[config.mk]
export PLATFORM = sky130hd
export DESIGN_NAME = servo_pwm_decoder
export DESIGN_NICKNAME = d
export VERILOG_FILES = /design/src/rtl/servo_pkg.sv /design/src/rtl/us_tick_gen.sv /design/src/rtl/servo_pwm_decoder.sv
export SDC_FILE = /design/constraint.sdc
export NUM_CORES = 1
export LEC_CHECK = 0
export ABC_AREA = 1
export BUFFER_PORTS_ARGS = -buffer_cell sky130_fd_sc_hd__buf_2
export CAP_MARGIN = 15
export CORE_MARGIN = 4
export CORE_UTILIZATION = 25
export CTS_CLUSTER_DIAMETER = 100
export DETAILED_ROUTE_END_ITERATION = 8
export HOLD_SLACK_MARGIN = 0.12
export SKIP_LAST_GASP = 1
export SYNTH_ARGS = -nofsm -noshare
export SYNTH_HDL_FRONTEND = slang
export SYNTH_SLANG_ARGS = --single-unit
[constraint.sdc]
create_clock -name clk -period 2.5 [get_ports clk]
set_input_delay 0.125 -clock clk [delete_from_list [all_inputs] [get_ports clk]]
set_output_delay 0.125 -clock clk [all_outputs]
set_load 0.01 [all_outputs]
[src/rtl/servo_pkg.sv]
// Shared constants, state encoding and clamp helper for the servo PWM pulse decoder.
package servo_pkg;

  localparam int CLK_HZ_DEF     = 100_000_000;
  localparam int MIN_US_DEF     = 1000;
  localparam int MAX_US_DEF     = 2000;
  localparam int GUARD_US_DEF   = 100;
  localparam int TIMEOUT_US_DEF = 25000;
  localparam int POS_W_DEF      = 10;
  localparam int US_DIV         = CLK_HZ_DEF / 1_000_000;
  localparam int CENTER_POS     = (MAX_US_DEF - MIN_US_DEF) / 2;

  localparam int WIDTH_W = 12;
  localparam int SINCE_W = 15;

  typedef enum logic [1:0] {
    WAIT_LOW,
    ARMED,
    MEASURE
  } dec_state_t;

  function automatic logic [WIDTH_W-1:0] clamp_w(input logic [WIDTH_W-1:0] v,
                                                 input logic [WIDTH_W-1:0] lo,
                                                 input logic [WIDTH_W-1:0] hi);
    if (v < lo) return lo;
    if (v > hi) return hi;
    return v;
  endfunction

endpackage

[src/rtl/us_tick_gen.sv]
// Free-running 1 us strobe generator; clr restarts the period so a measurement
// begins on a tick boundary.
module us_tick_gen #(
  parameter int DIV = 100
) (
  input  logic clk,
  input  logic rst,
  input  logic clr,
  output logic tick
);

  localparam int CNT_W = (DIV > 1) ? $clog2(DIV) : 1;
  localparam logic [CNT_W-1:0] LAST = CNT_W'(DIV - 1);

  logic [CNT_W-1:0] cnt_q, cnt_d;

  always_comb begin
    cnt_d = cnt_q;
    if (clr || cnt_q == LAST) cnt_d = '0;
    else cnt_d = cnt_q + 1'b1;
  end

  always_ff @(posedge clk) begin
    if (rst) cnt_q <= '0;
    else cnt_q <= cnt_d;
  end

  assign tick = (cnt_q == LAST);

endmodule

[src/rtl/servo_pwm_decoder.sv]
// RC servo pulse-width decoder: measures high time in microseconds, maps it to a
// position code, and flags out-of-window pulses and loss of the pulse stream.
module servo_pwm_decoder
  import servo_pkg::*;
#(
  parameter int CLK_HZ     = CLK_HZ_DEF,
  parameter int MIN_US     = MIN_US_DEF,
  parameter int MAX_US     = MAX_US_DEF,
  parameter int GUARD_US   = GUARD_US_DEF,
  parameter int TIMEOUT_US = TIMEOUT_US_DEF,
  parameter int POS_W      = POS_W_DEF
) (
  input  logic             clk,
  input  logic             rst,
  input  logic             pwm_in,
  output logic [POS_W-1:0] pos,
  output logic             pos_valid,
  output logic             pulse_err,
  output logic             signal_lost
);

  localparam int DIV = CLK_HZ / 1_000_000;
  localparam logic [WIDTH_W-1:0] LO_LIM    = WIDTH_W'(MIN_US - GUARD_US);
  localparam logic [WIDTH_W-1:0] HI_LIM    = WIDTH_W'(MAX_US + GUARD_US);
  localparam logic [WIDTH_W-1:0] MIN_W     = WIDTH_W'(MIN_US);
  localparam logic [WIDTH_W-1:0] MAX_W     = WIDTH_W'(MAX_US);
  localparam logic [SINCE_W-1:0] TIMEOUT_C = SINCE_W'(TIMEOUT_US);
  localparam logic [POS_W-1:0]   CENTER    = POS_W'((MAX_US - MIN_US) / 2);

  // Synchronizer and edge history are deliberately not reset: after a reset that
  // lands mid-pulse they still hold "high", so no false rise is seen on release.
  logic [1:0] sync_q;
  logic       prev_q;
  logic       rise_q, fall_q;
  logic       tick;

  always_ff @(posedge clk) begin
    sync_q <= {sync_q[0], pwm_in};
    prev_q <= sync_q[1];
  end

  always_ff @(posedge clk) begin
    if (rst) begin
      rise_q <= 1'b0;
      fall_q <= 1'b0;
    end else begin
      rise_q <= sync_q[1] & ~prev_q;
      fall_q <= prev_q & ~sync_q[1];
    end
  end

  us_tick_gen #(.DIV(DIV)) u_tick (
    .clk (clk),
    .rst (rst),
    .clr (rise_q),
    .tick(tick)
  );

  dec_state_t         state_q, state_d;
  logic [WIDTH_W-1:0] width_q, width_d;
  logic [SINCE_W-1:0] since_q, since_d;
  logic [POS_W-1:0]   pos_q, pos_d;
  logic               pos_valid_q, pos_valid_d;
  logic               pulse_err_q, pulse_err_d;
  logic               lost_q, lost_d;
  logic               timeout_hit;

  always_comb begin
    state_d     = state_q;
    width_d     = width_q;
    since_d     = since_q;
    pos_d       = pos_q;
    pos_valid_d = 1'b0;
    pulse_err_d = 1'b0;
    lost_d      = lost_q;

    if (rise_q) since_d = '0;
    else if (tick && since_q != TIMEOUT_C) since_d = since_q + 1'b1;
    timeout_hit = (since_d == TIMEOUT_C) && (since_q != TIMEOUT_C);

    case (state_q)
      WAIT_LOW: if (!sync_q[1]) state_d = ARMED;
      ARMED: begin
        if (rise_q) begin
          state_d = MEASURE;
          width_d = '0;
        end
      end
      MEASURE: begin
        if (tick && width_q != '1) width_d = width_q + 1'b1;
        // width_d includes the tick landing on the fall cycle
        if (fall_q) begin
          state_d = ARMED;
          if (width_d < LO_LIM || width_d > HI_LIM) begin
            pulse_err_d = 1'b1;
          end else begin
            pos_valid_d = 1'b1;
            pos_d       = POS_W'(clamp_w(width_d, MIN_W, MAX_W) - MIN_W);
          end
        end else if (timeout_hit) begin
          state_d = WAIT_LOW;
        end
      end
      default: state_d = WAIT_LOW;
    endcase

    if (timeout_hit) lost_d = 1'b1;
    if (pos_valid_d) lost_d = 1'b0;
  end

  always_ff @(posedge clk) begin
    if (rst) begin
      state_q     <= WAIT_LOW;
      width_q     <= '0;
      since_q     <= '0;
      pos_q       <= CENTER;
      pos_valid_q <= 1'b0;
      pulse_err_q <= 1'b0;
      lost_q      <= 1'b1;
    end else begin
      state_q     <= state_d;
      width_q     <= width_d;
      since_q     <= since_d;
      pos_q       <= pos_d;
      pos_valid_q <= pos_valid_d;
      pulse_err_q <= pulse_err_d;
      lost_q      <= lost_d;
    end
  end

  assign pos         = pos_q;
  assign pos_valid   = pos_valid_q;
  assign pulse_err   = pulse_err_q;
  assign signal_lost = lost_q;

endmodule

==> results.yml <==
grt:
  grt.total_usage_pct: 12.2
  antenna_found_initial: 0
  grt_pass1_vias: 3343
  grt_max_degree: 34
  grt_overflow_total: 0
  grt_first_pass_wirelength_mm: 15.0
timing:
  slew_violations: 0
  hold_slack_ns: 0.314
  fin_ws_ns: 0.0257
  hold_violations: 0
  setup_viol: 0
  fin_crit_sh_pct: 99.0
  period_needed_ns: 2.47
  fin_tns_setup_ns: 0
  max_freq_mhz: 404
  slew-limit-headroom_pct: 68.7
  clock_skew_ns: 0.00949
  rsz0062_at_grt: "true"
  tightestPinTransition_ns: 0.469
floorplan:
  io_pins: 16
  die_w_um: 122
  die_area_um2: 14900
  die_y_um: 122
  num_rows: 41
  core_area_um2: 12700
  start_util_pct: 25.7
synthesis:
  syn-num-nets: 506
  syn_avg_cell_area_um2: 6.54
  yosysSeqAreaShare_pct: 33.2
  yosysUniqueCellTypes: 37
  yosys_warnings: 0
  syn-cell-area_um2: 3260
  async_flop_share_pct: 0
  synth_seq_cells: 54
  netlist_instances: 498
  synth_edf_count: 0
  synth-main-ff-cell: "dfxtp_1"
setup_path:
  end_kind: "flop"
  critical_path_class: "flop to flop"
  worstPathMaxFanout: 5
  critical_path_arrival_ns: 2.66
  critical_path_required_ns: 2.69
  critPathLaunchType: "flop"
  reg2reg_slack_ns: 0.03
detailed_routing:
  drt_iter0_drc: 272
  routed-wl-met3_um: 302
  met2_length_mm: 4.51
  top_layer: "met4"
  vias: 3434
  antenna_left: 0
  routed_wirelength_mm: 9.17
  vias_per_cell: 4.57
  wl_met1_mm: 4.17
  drt_first_pass_iters: 4
  post-route-drc-count: 0
  drt-wirelength-per-cell_um: 12.2
cells_and_area:
  fin_util_pct: 35.7
  stdcell_count: 752
  multiInputGateArea_um2: 2150
  regArea_um2: 1090
  drive_gt1_share_pct: 33.3
  area_growth_syn_to_layout_pct: 39.1
  nNetsFinal: 587
  fillers: 1349
  design_area_um2: 4530
  diodes: 0
clock_network:
  path_clk_slew_ns: 0.08
  cts_made_buffers: 5
  cts.sinks: 54
  clockBufferDepth: 2
  cts-root-buf: "clkbuf_16"
  clk-insertion-delay-late_ns: 0.29
  tritoncts: "done"
  cts_max_level: 2
placed_design:
  place_inst: 730
  portBuffers: 15
  post-place-ws_ns: -0.128
  gp_congestion: 0.898
  dp_hpwl_mm: 6.68
  postPlaceCellArea_um2: 3920
pwr:
  peakVddDrop_uv: 316
  p_total_mw: 1.74
  powerDensity_nw_per_um2: 383
  p_leak_nw: 1.90
job:
  max_cap_viol_count: 0
hold_path:
  hold_path_class: "input port to flop"
status:
  status: "finished, final reports clean"
-- critical path, stage by stage (launching register included) --
cell and delay (ns):
dfxtp_2 0.36, ha_4 0.16, nand2_4 0.06, nor2_4 0.11
nand3_4 0.16, a21oi_1 0.31, inv_1 0.09, nand3_2 0.10
inv_1 0.06, nand3_2 0.08, nand2_4 0.05, a21boi_2 0.16
ha_2 0.19, a21oi_4 0.17, nand3_2 0.09, nand2_1 0.07
nand3_1 0.06, nand2_1 0.06, inv_1 0.03
-- worst paths after layout --
check / from / endpoint / cells after the start
worst max-delay path: width_q[1] / pos[9] / 18
worst min register to register: sync_q[0] / sync_q[1] / 0
worst min-delay path: rst / rise_q / 4
worst max register to register: width_q[1] / pos[9] / 18
-- cell usage after synthesis (9+ instances only) --
master	number	share of area [%]
a21oi_1	23	3.5
inv_1	56	6.5
nand2_2	12	2.3
nand2_1	127	15
clkbuf_1	9	1.0
nor2_1	64	7.4
nand4_1	14	2.7
xor2_1	13	3.5
nand3_1	45	6.9
nor3_1	13	2.0
o21ai_0	14	2.2
dfxtp_1	54	33
-- power by group --
group	switching (mW)	leakage, nW	internal, mW	total [mW]
registers	0.00873	0.441	0.870	0.878
logic	0.0328	1.38	0.0195	0.0523
clock network	0.327	0.0844	0.478	0.805
total	0.368	1.90	1.37	1.74
-- placed cells by master (no fill, tap or decap), types with 3 or more instances in the layout --
master,instances
o211ai_1,3
o21ai_0,13
clkbuf_16,6
a21oi_2,3
nand4_1,14
dfxtp_1,47
nand3_2,11
nor3_1,9
dfxtp_2,7
nand2_4,9
nor2_4,6
inv_1,51
nand2_1,110
nor2_1,54
nor2_2,11
o21a_1,4
inv_2,9
nor3_2,4
o21ai_2,3
nand3_1,35
nand2_2,23
a21oi_1,21
buf_2,15
xor2_1,13
buf_4,61
buf_6,6
-- what timing repair did --
action	4_1_cts	5_1_grt
hold buffers	1	0
cloned	1	1
setup buffers	5	6
gates resized for setup	12	74
hold endpoints to repair	1	0
pin swaps	8	40
setup endpoints to repair	11	13
-- per-layer routing --
layer	track usage [%]	vias up
met5	0	-
met4	3.92	0
met3	2.00	19
met2	21.2	67
met1	15.4	1579
li1	-	1769
-- registers in the layout, indices dropped and copies added (netlist names) --
register      count
fall_q            1
pos              10
pos_valid         1
prev_q            1
pulse_err         1
rise_q            1
signal_lost       1
since_q          15
state_q           2
sync_q            2
u_tick.cnt_q      7
width_q          12
-- kinds of logic after synthesis --
| family | after synthesis | synth area share, % |
|---|---|---|
| AND/OR/NAND/NOR | 293 | 41.4 |
| buffers and inverters | 75 | 9.22 |
| AO/OA/AOI/OAI | 58 | 10.7 |
| flip-flops | 54 | 33.2 |
| XOR/XNOR | 13 | 3.50 |
| adder cells (fa/ha/maj) | 5 | 1.92 |
-- area by class of cell --
class | instances | share of cell area [%]
Clock buffer | 5 | 2.76
Clock inverter | 3 | 1.05
Inverter | 63 | 5.50
Multi-Input combinational cell | 370 | 47.4
Sequential cell | 54 | 24.1
Tap cell | 172 | 4.75
Timing Repair Buffer | 85 | 14.5
(Power assumes the default switching activity.)
